File: config.mk
export PLATFORM = sky130hd
export DESIGN_NAME = gpr_write_scheduler
export DESIGN_NICKNAME = d
export VERILOG_FILES = /design/src/rtl/gpr_write_scheduler.sv
export SDC_FILE = /design/constraint.sdc
export NUM_CORES = 1
export LEC_CHECK = 0
export CAP_MARGIN = 20
export CORE_MARGIN = 5
export CORE_UTILIZATION = 47
export DETAILED_ROUTE_END_ITERATION = 16
export PLACE_DENSITY = 0.82
export SETUP_SLACK_MARGIN = 0.02
export SYNTH_ARGS = -nofsm -noshare
export SYNTH_HDL_FRONTEND = slang
export SYNTH_SLANG_ARGS = --single-unit
File: constraint.sdc
create_clock -name clock -period 5.7 [get_ports clock]
set_input_delay 1.14 -clock clock [delete_from_list [all_inputs] [get_ports clock]]
set_output_delay 1.14 -clock clock [all_outputs]
set_load 0.02 [all_outputs]
File: src/rtl/gpr_write_scheduler.sv
// gpr_write_scheduler
// Shares the two GPR file write ports (X and Y) among NREQ requesters.
// Each cycle up to two requests are granted in round-robin order. X is
// always filled before Y, and the two grants never target the same
// register. Port fields are registered one cycle after the grant.
//
// Ports:
//   clock                   rising-edge clock
//   reset                   asynchronous, active-high reset
//   hold                    freeze: no grants this cycle
//   req_valid[NREQ]         request i has a write pending
//   req_addr[NREQ*AW]       request i target register, slice [i*AW +: AW]
//   req_data[NREQ*DW]       request i write data, slice [i*DW +: DW]
//   req_ready[NREQ]         combinational grant (transfer = valid & ready)
//   WrtAdrX/WrtEnbX/X       registered X write port
//   WrtAdrY/WrtEnbY/Y       registered Y write port
//   pend_mask[2**AW]        one-hot OR of registers being written this cycle
//   wr_count[16]            committed writes, wraps modulo 2**16
module gpr_write_scheduler #(
  parameter int NREQ = 4,
  parameter int DW   = 32,
  parameter int AW   = 4
) (
  input  logic               clock,
  input  logic               reset,
  input  logic               hold,
  input  logic [NREQ-1:0]    req_valid,
  input  logic [NREQ*AW-1:0] req_addr,
  input  logic [NREQ*DW-1:0] req_data,
  output logic [NREQ-1:0]    req_ready,
  output logic [AW-1:0]      WrtAdrX,
  output logic               WrtEnbX,
  output logic [DW-1:0]      X,
  output logic [AW-1:0]      WrtAdrY,
  output logic               WrtEnbY,
  output logic [DW-1:0]      Y,
  output logic [2**AW-1:0]   pend_mask,
  output logic [15:0]        wr_count
);

  localparam int PW   = $clog2(NREQ);
  localparam int NREG = 2**AW;

  logic [PW-1:0]   rr_ptr_r;
  logic [PW-1:0]   rr_next_s;
  logic [PW-1:0]   idx_s;
  logic [PW-1:0]   g0_idx_s;
  logic [PW-1:0]   g1_idx_s;
  logic            g0_found_s;
  logic            g1_found_s;
  logic [AW-1:0]   addr_s [NREQ];
  logic [DW-1:0]   data_s [NREQ];
  logic [NREG-1:0] mask_next_s;

  // (base + offs) mod NREQ; offs never exceeds NREQ so one subtraction suffices.
  function automatic logic [PW-1:0] wrap_add(input logic [PW-1:0] base,
                                             input int unsigned offs);
    int unsigned sum;
    sum = {{(32-PW){1'b0}}, base} + offs;
    if (sum >= 32'(NREQ)) begin
      sum = sum - 32'(NREQ);
    end else begin
      sum = sum;
    end
    return sum[PW-1:0];
  endfunction

  // Unpack the flat request buses into per-requester arrays.
  always_comb begin
    for (int i = 0; i < NREQ; i++) begin
      addr_s[i] = req_addr[i*AW +: AW];
      data_s[i] = req_data[i*DW +: DW];
    end
  end

  // Round-robin scan: first valid request takes X, next valid request with a
  // different address takes Y. Same-address requests are skipped, not granted.
  always_comb begin
    req_ready  = {NREQ{1'b0}};
    g0_found_s = 1'b0;
    g1_found_s = 1'b0;
    g0_idx_s   = {PW{1'b0}};
    g1_idx_s   = {PW{1'b0}};
    idx_s      = {PW{1'b0}};
    for (int k = 0; k < NREQ; k++) begin
      idx_s = wrap_add(rr_ptr_r, k);
      if (hold || reset || !req_valid[idx_s]) begin
        req_ready = req_ready;
      end else if (!g0_found_s) begin
        g0_found_s       = 1'b1;
        g0_idx_s         = idx_s;
        req_ready[idx_s] = 1'b1;
      end else if (!g1_found_s && (addr_s[idx_s] != addr_s[g0_idx_s])) begin
        g1_found_s       = 1'b1;
        g1_idx_s         = idx_s;
        req_ready[idx_s] = 1'b1;
      end else begin
        req_ready = req_ready;
      end
    end
  end

  // Next pointer (one past the last grant in scan order) and next pending mask.
  always_comb begin
    mask_next_s = {NREG{1'b0}};
    if (g0_found_s) begin
      mask_next_s[addr_s[g0_idx_s]] = 1'b1;
    end else begin
      mask_next_s = mask_next_s;
    end
    if (g1_found_s) begin
      mask_next_s[addr_s[g1_idx_s]] = 1'b1;
    end else begin
      mask_next_s = mask_next_s;
    end
    if (g1_found_s) begin
      rr_next_s = wrap_add(g1_idx_s, 32'd1);
    end else if (g0_found_s) begin
      rr_next_s = wrap_add(g0_idx_s, 32'd1);
    end else begin
      rr_next_s = rr_ptr_r;
    end
  end

  // Write-port registers, round-robin pointer and committed-write counter.
  always_ff @(posedge clock or posedge reset) begin
    if (reset) begin
      rr_ptr_r  <= {PW{1'b0}};
      WrtEnbX   <= 1'b0;
      WrtAdrX   <= {AW{1'b0}};
      X         <= {DW{1'b0}};
      WrtEnbY   <= 1'b0;
      WrtAdrY   <= {AW{1'b0}};
      Y         <= {DW{1'b0}};
      pend_mask <= {NREG{1'b0}};
      wr_count  <= 16'h0000;
    end else begin
      rr_ptr_r  <= rr_next_s;
      pend_mask <= mask_next_s;
      // Counts the writes currently on the ports, independent of hold.
      wr_count  <= wr_count + {15'b0, WrtEnbX} + {15'b0, WrtEnbY};
      WrtEnbX   <= g0_found_s;
      WrtEnbY   <= g1_found_s;
      if (g0_found_s) begin
        WrtAdrX <= addr_s[g0_idx_s];
        X       <= data_s[g0_idx_s];
      end else begin
        WrtAdrX <= WrtAdrX;
        X       <= X;
      end
      if (g1_found_s) begin
        WrtAdrY <= addr_s[g1_idx_s];
        Y       <= data_s[g1_idx_s];
      end else begin
        WrtAdrY <= WrtAdrY;
        Y       <= Y;
      end
    end
  end

endmodule

=== Yosys cells after proc, flatten, opt, wreduce, memory -nomap -nowiden ===
Cells that the tools add are included.

* Input bits: 151
* Output and inout port bits: 110
* Register bits: 108
* Word-level logic and storage cells: 182

* Bitwise operators: 12
* Eq/ne operators: 3
* Reduce and logical (&&, ||, !) cells: 20
* Add/sub/neg operators: 13
* Magnitude comparators: 26
* Mux-type cells: 99

{| class="wikitable"
|+ Operators by type and width
! cell !! number
|-
| $bmux W32 S2 || 2
|-
| $mux W32 || 4
|-
| $mux W4 || 26
|-
| $bmux W4 S2 || 8
|-
| $mux W2 || 24
|-
| $ge A3 B3 Y1 const B || 13
|-
| $add A16 B1 Y16 || 2
|-
| $mux W16 || 2
|-
| $not A2 Y3 || 8
|-
| $mux W1 || 23
|-
| $or A16 B16 Y16 || 1
|-
| $lt A2 B3 Y1 const B || 4
|-
| $ne A4 B4 Y1 || 3
|-
| $or A4 B4 Y4 || 3
|-
| $sub A2 B1 Y2 const B || 6
|-
| $lt A4 B5 Y1 const B || 2
|-
| $add A2 B1 Y3 const B || 3
|-
| $bmux W1 S2 || 4
|-
| $demux W1 S2 || 4
|-
| $demux W1 S4 || 2
|-
| $ge A2 B1 Y1 const B || 4
|-
| $ge A4 B1 Y1 const B || 2
|-
| $logic_and A1 B1 Y1 || 8
|-
| $add A2 B2 Y3 const B || 2
|-
| 4 further kinds || 13
|}

=== Longest topological paths before layout ===
* Depth in word-level cells: 35
* Gate-level depth with buffers: 22

=== Worst setup path after synthesis ===
OpenSTA, ideal clock, no wires.

* Path kind: flip-flop to output port
* Start: register rr_ptr_r[0]
* End: output port req_ready[0]
* Data arrival time: 3.998 ns
* Required time: 4.560 ns
* Path buffers: 4
* Stages on the path, launching flop included: 19
* Slack: 0.562 ns
* Cell sequence: dfrtp_1 buf_2 buf_2 inv_1 clkbuf_1 ha_1 buf_2 or3_1 o22ai_1 a21oi_1 o221a_1 nor2_1 or4b_1 a21oi_1 nand4b_2 nand2b_1 a21oi_1 nand2_1 nand2_1

* Word-level cells in the longest chain between the ends: 25

{| class="wikitable"
|+ RTL lines
! element !! line !! text
|-
| start: declaration || 44 || <nowiki>logic [PW-1:0] rr_ptr_r;</nowiki>
|-
| start signal: assignment || 128 || <nowiki>rr_ptr_r <= {PW{1'b0}};</nowiki>
|-
| start signal: assignment || 138 || <nowiki>rr_ptr_r <= rr_next_s;</nowiki>
|-
| $ge A2 B3 Y1 or $sub A2 B1 Y2 (tied branches) || 60, 61 ||
|-
| $mux W2 || 60 || <nowiki>if (sum >= 32'(NREQ)) begin</nowiki>
|-
| $bmux W1 S2 || 87 || <nowiki>if (hold || reset || !req_valid[idx_s]) begin</nowiki>
|-
| $mux W1 (not written as such) || 87 ||
|-
| $logic_not A1 Y1 || 87 ||
|-
| $logic_or A1 B1 Y1 || 87 ||
|-
| $mux W2 || 87 ||
|-
| $not A2 Y3 (not written as such) || 93 || <nowiki>end else if (!g1_found_s && (addr_s[idx_s] != addr_s[g0_idx_s])) begin</nowiki>
|-
| [9 not listed] || - ||
|-
| $mux W1 || 93 ||
|-
| $mux W1 || 89 || <nowiki>end else if (!g0_found_s) begin</nowiki>
|-
| $mux W1 || 87 ||
|-
| $logic_not A1 Y1 || 93 ||
|-
| $logic_and A1 B1 Y1 || 93 ||
|-
| $mux W4 || 93 ||
|-
| $mux W4 || 89 ||
|-
| $mux W4 * || 87 ||
|-
| end: declaration || 30 || <nowiki>output logic [NREQ-1:0] req_ready,</nowiki>
|}

Mark *: on every way between the ends. The rest lies on a longest branch, timed or not. The select of a mux whose other input is x is not followed.

=== Worst setup path after layout ===
* Start: input port req_addr[4]
* End: output port req_ready[2]

* Word-level cells in the longest chain between the ends: 17

{| class="wikitable"
|+ RTL lines
! element !! line !! text
|-
| start: declaration || 28 || <nowiki>input logic [NREQ*AW-1:0] req_addr,</nowiki>
|-
| $bmux W4 S2 || 93 ||
|-
| $mux W4 (not written as such) (2 in a row) || 93 ||
|-
| $ne A4 B4 Y1 || 93 ||
|-
| $mux W1 || 93 ||
|-
| $mux W1 || 89 ||
|-
| $mux W1 || 87 ||
|-
| $logic_not A1 Y1 || 93 ||
|-
| $logic_and A1 B1 Y1 || 93 ||
|-
| $mux W1 || 93 ||
|-
| $mux W1 || 89 ||
|-
| $mux W1 || 87 ||
|-
| $logic_not A1 Y1 || 93 ||
|-
| $logic_and A1 B1 Y1 || 93 ||
|-
| $mux W4 || 93 ||
|-
| $mux W4 || 89 ||
|-
| $mux W4 * || 87 ||
|}

Marked as above.

==> results.toml <==
[hold_path]
hold_path_class = "register to register"

[cells_and_area]
n_antenna_cell = 0
fill_cells = 1351
fin_util = 0.7131
area_growth_pct = 49.57
stdcell_count = 1552
multi_input_area_um2 = 5318
drive_gt1_frac = 0.1665
regArea_um2 = 2703
nets = 1479

[clock_network]
htree_levels = 3
clock-root-buffer = "clkbuf_16"
cts_buffer_depth = 2
clock_latency_ps = 350
clock_sinks = 108
numCtsBuffers = 9
path_clk_slew_ps = 80
cts_tree = "yes"

[synth]
synth_area_um2 = 8218
async_reset_ff_frac = 1.000
ys_top_cells_by_area = "dfrtp_1 (33%), nand2_1 (12%), mux2i_1 (7.2%)"
ys_top_cells_by_count = "nand2_1 (268), dfrtp_1 (108), o21ai_0 (87)"
yosysTopAreaCell = "dfrtp_1"
synth_edf_count = 0
ys_ff_latch = 108
synthesis.nets = 1169
synth_most_common_cell = "nand2_1"
synthesis.yosys.warnings = 0
synth_top_area_frac = 0.3289
syn_area_per_cell_um2 = 8.120
ys_types = 77
seq_area_frac_synth = 0.3289
ys.flop_type = "dfrtp_1"
syn_inst = 1012

[routing]
vias_per_cell = 6.055
dr_total_vias = 9397
met1_length_um = 13420
wl_per_cell_um = 21.23
drc = 0
ant_nets = 0
wl_met2_um = 15670
topRoutingLayerUsed = "met4"
totalWireLength_um = 32950
dr.pass1.iters = 7
wl_met3_um = 2733
drtIter0Drc = 858

[sta]
fmax_ghz = 0.1840
setup_viol = 0
drv_slew = 0
tightest_slew_ps = 736.7
fin_skew_ps = 8.269
min_period_ps = 5436
maxSlewHeadroom = 0.5088
post-route-period-util = 0.9536
hold_viol = 0
fin_tns_setup_ps = 0
final.setup.worst_slack_ps = 264.4
rsz0062_at_grt = "false"

[floorplan]
ioPinCount = 261
start_util = 0.4768
fp.dieH_um = 142.2
num_rows = 48
die_area_um2 = 20230
coreArea_um2 = 17240
die_w_um = 142.2

[power]
finalPower_uw = 6175
peakVddDrop_mv = 0.3341
p_leak_uw = 0.005689
power_density_nw_per_um2 = 502.3

[global_routing]
first_global_vias = 9146
grt_usage = 0.3163
antenna_found_initial = 1
grt_start_max_net_pins = 77
grt-ovfl-total = 0
grt_pass1_wl_um = 50900

[worst_setup_path]
cp-end-kind = "output pin"
cp_data_required_time_ps = 4560
worst_setup_path_start_kind = "input pin"
arrival_ps = 4300
cp_max_fo = 7
worstSetupPathType = "input pin to output pin"

[outcome]
status = "finished clean"

[placement]
place.port_buffers = 260
dp.cells = 1532
dp_slack_ps = -413.4
gp_congestion = 1.008
place_hpwl_um = 24400

[job]
cap_violations = 0
cells in the final DEF, fill, tap and decap left out, types with 12 or more instances in the layout:
cell / netlist / routed
o31ai_1: 13 / 13
clkdlybuf4s50_1: 0 / 250
o211a_1: 12 / 12
o32ai_1: 17 / 17
o21ai_0: 87 / 85
inv_1: 34 / 33
a211oi_1: 14 / 12
a21oi_1: 16 / 14
buf_4: 4 / 110
nand2_1: 268 / 266
o221ai_1: 24 / 24
nor2_1: 34 / 28
xnor2_1: 17 / 16
o211ai_1: 17 / 17
nand3_1: 43 / 42
dfrtp_1: 108 / 108
mux4_2: 15 / 15
mux2i_1: 59 / 57
through the flow:
stage          cell area (um^2)  hold WS, ps
2_1_floorplan              8218        581.2
5_1_grt                   12290        506.7
3_3_place_gp              11720        461.3
3_5_place_dp              11720        468.6
4_1_cts                   12090        485.5
6_report                  12290        482.4
registers in the layout, indices dropped and copies added, names as in the netlist:
name,count
rr_ptr_r,2
pend_mask,16
WrtEnbX,1
X,32
Y,32
WrtEnbY,1
wr_count,16
WrtAdrY,4
WrtAdrX,4
layout make-up:
cell class | count | share of cell area
clock buffer | 9 | 0.01832
clock inverter | 7 | 0.006311
inverter | 34 | 0.01059
multi-input combinational | 791 | 0.4326
sequential | 108 | 0.2199
tap | 225 | 0.02290
timing repair buffer | 378 | 0.2894
routing by layer:
metal  track usage  vias up
met1        0.4100     4539
li1              -     4299
met3       0.07191       77
met5             0        -
met2        0.5242      482
met4        0.1051        0
kinds of logic after synthesis:
logic type | share of synthesized area
AOI/OAI and AO/OA | 0.2319
and+or+nand+nor | 0.2256
DFF | 0.3289
buffers and inverters | 0.05801
muxes | 0.1242
adders and majority gates | 0.01005
xor gates and xnor gates | 0.02132
final timing paths:
| check | cells past startpoint | end | start | slack [ps] |
|---|---|---|---|---|
| setup / recovery | 14 | req_ready[2] | req_addr[4] | 260 |
| hold / removal | 2 | X[8] | X[8] | 480 |
| setup reg to reg | 18 | pend_mask[11] | rr_ptr_r[1] | 1080 |
| hold reg to reg | 2 | X[8] | X[8] | 480 |
| max in group asynchronous | 5 | Y[13] | reset | 3590 |
| min in group asynchronous | 4 | X[21] | reset | 1230 |
worst max-delay path: stages:
cell and delay, ps:
clkdlybuf4s50_1 650, inv_1 150, nor4_1 660, a311oi_4 110, xnor2_2 180, nor4_4 400, or2_1 190, o21ai_1 70
nand2b_1 150, a21oi_1 150, buf_4 140, nand2_1 50, nand2_1 80, buf_2 160
power breakdown:
| group | internal (uW) | switching, uW |
|---|---|---|
| logic | 1820 | 2430 |
| registers | 1090 | 198 |
| clock network | 312 | 324 |
timing repair:
item	CTS	global route
endpoints found under the hold margin	0	0
gates resized for setup	26	47
pin swaps	1	18
endpoints found under the setup margin	4	4
hold buffers	0	0
setup buffers	0	4
(Power assumes the default switching activity.)
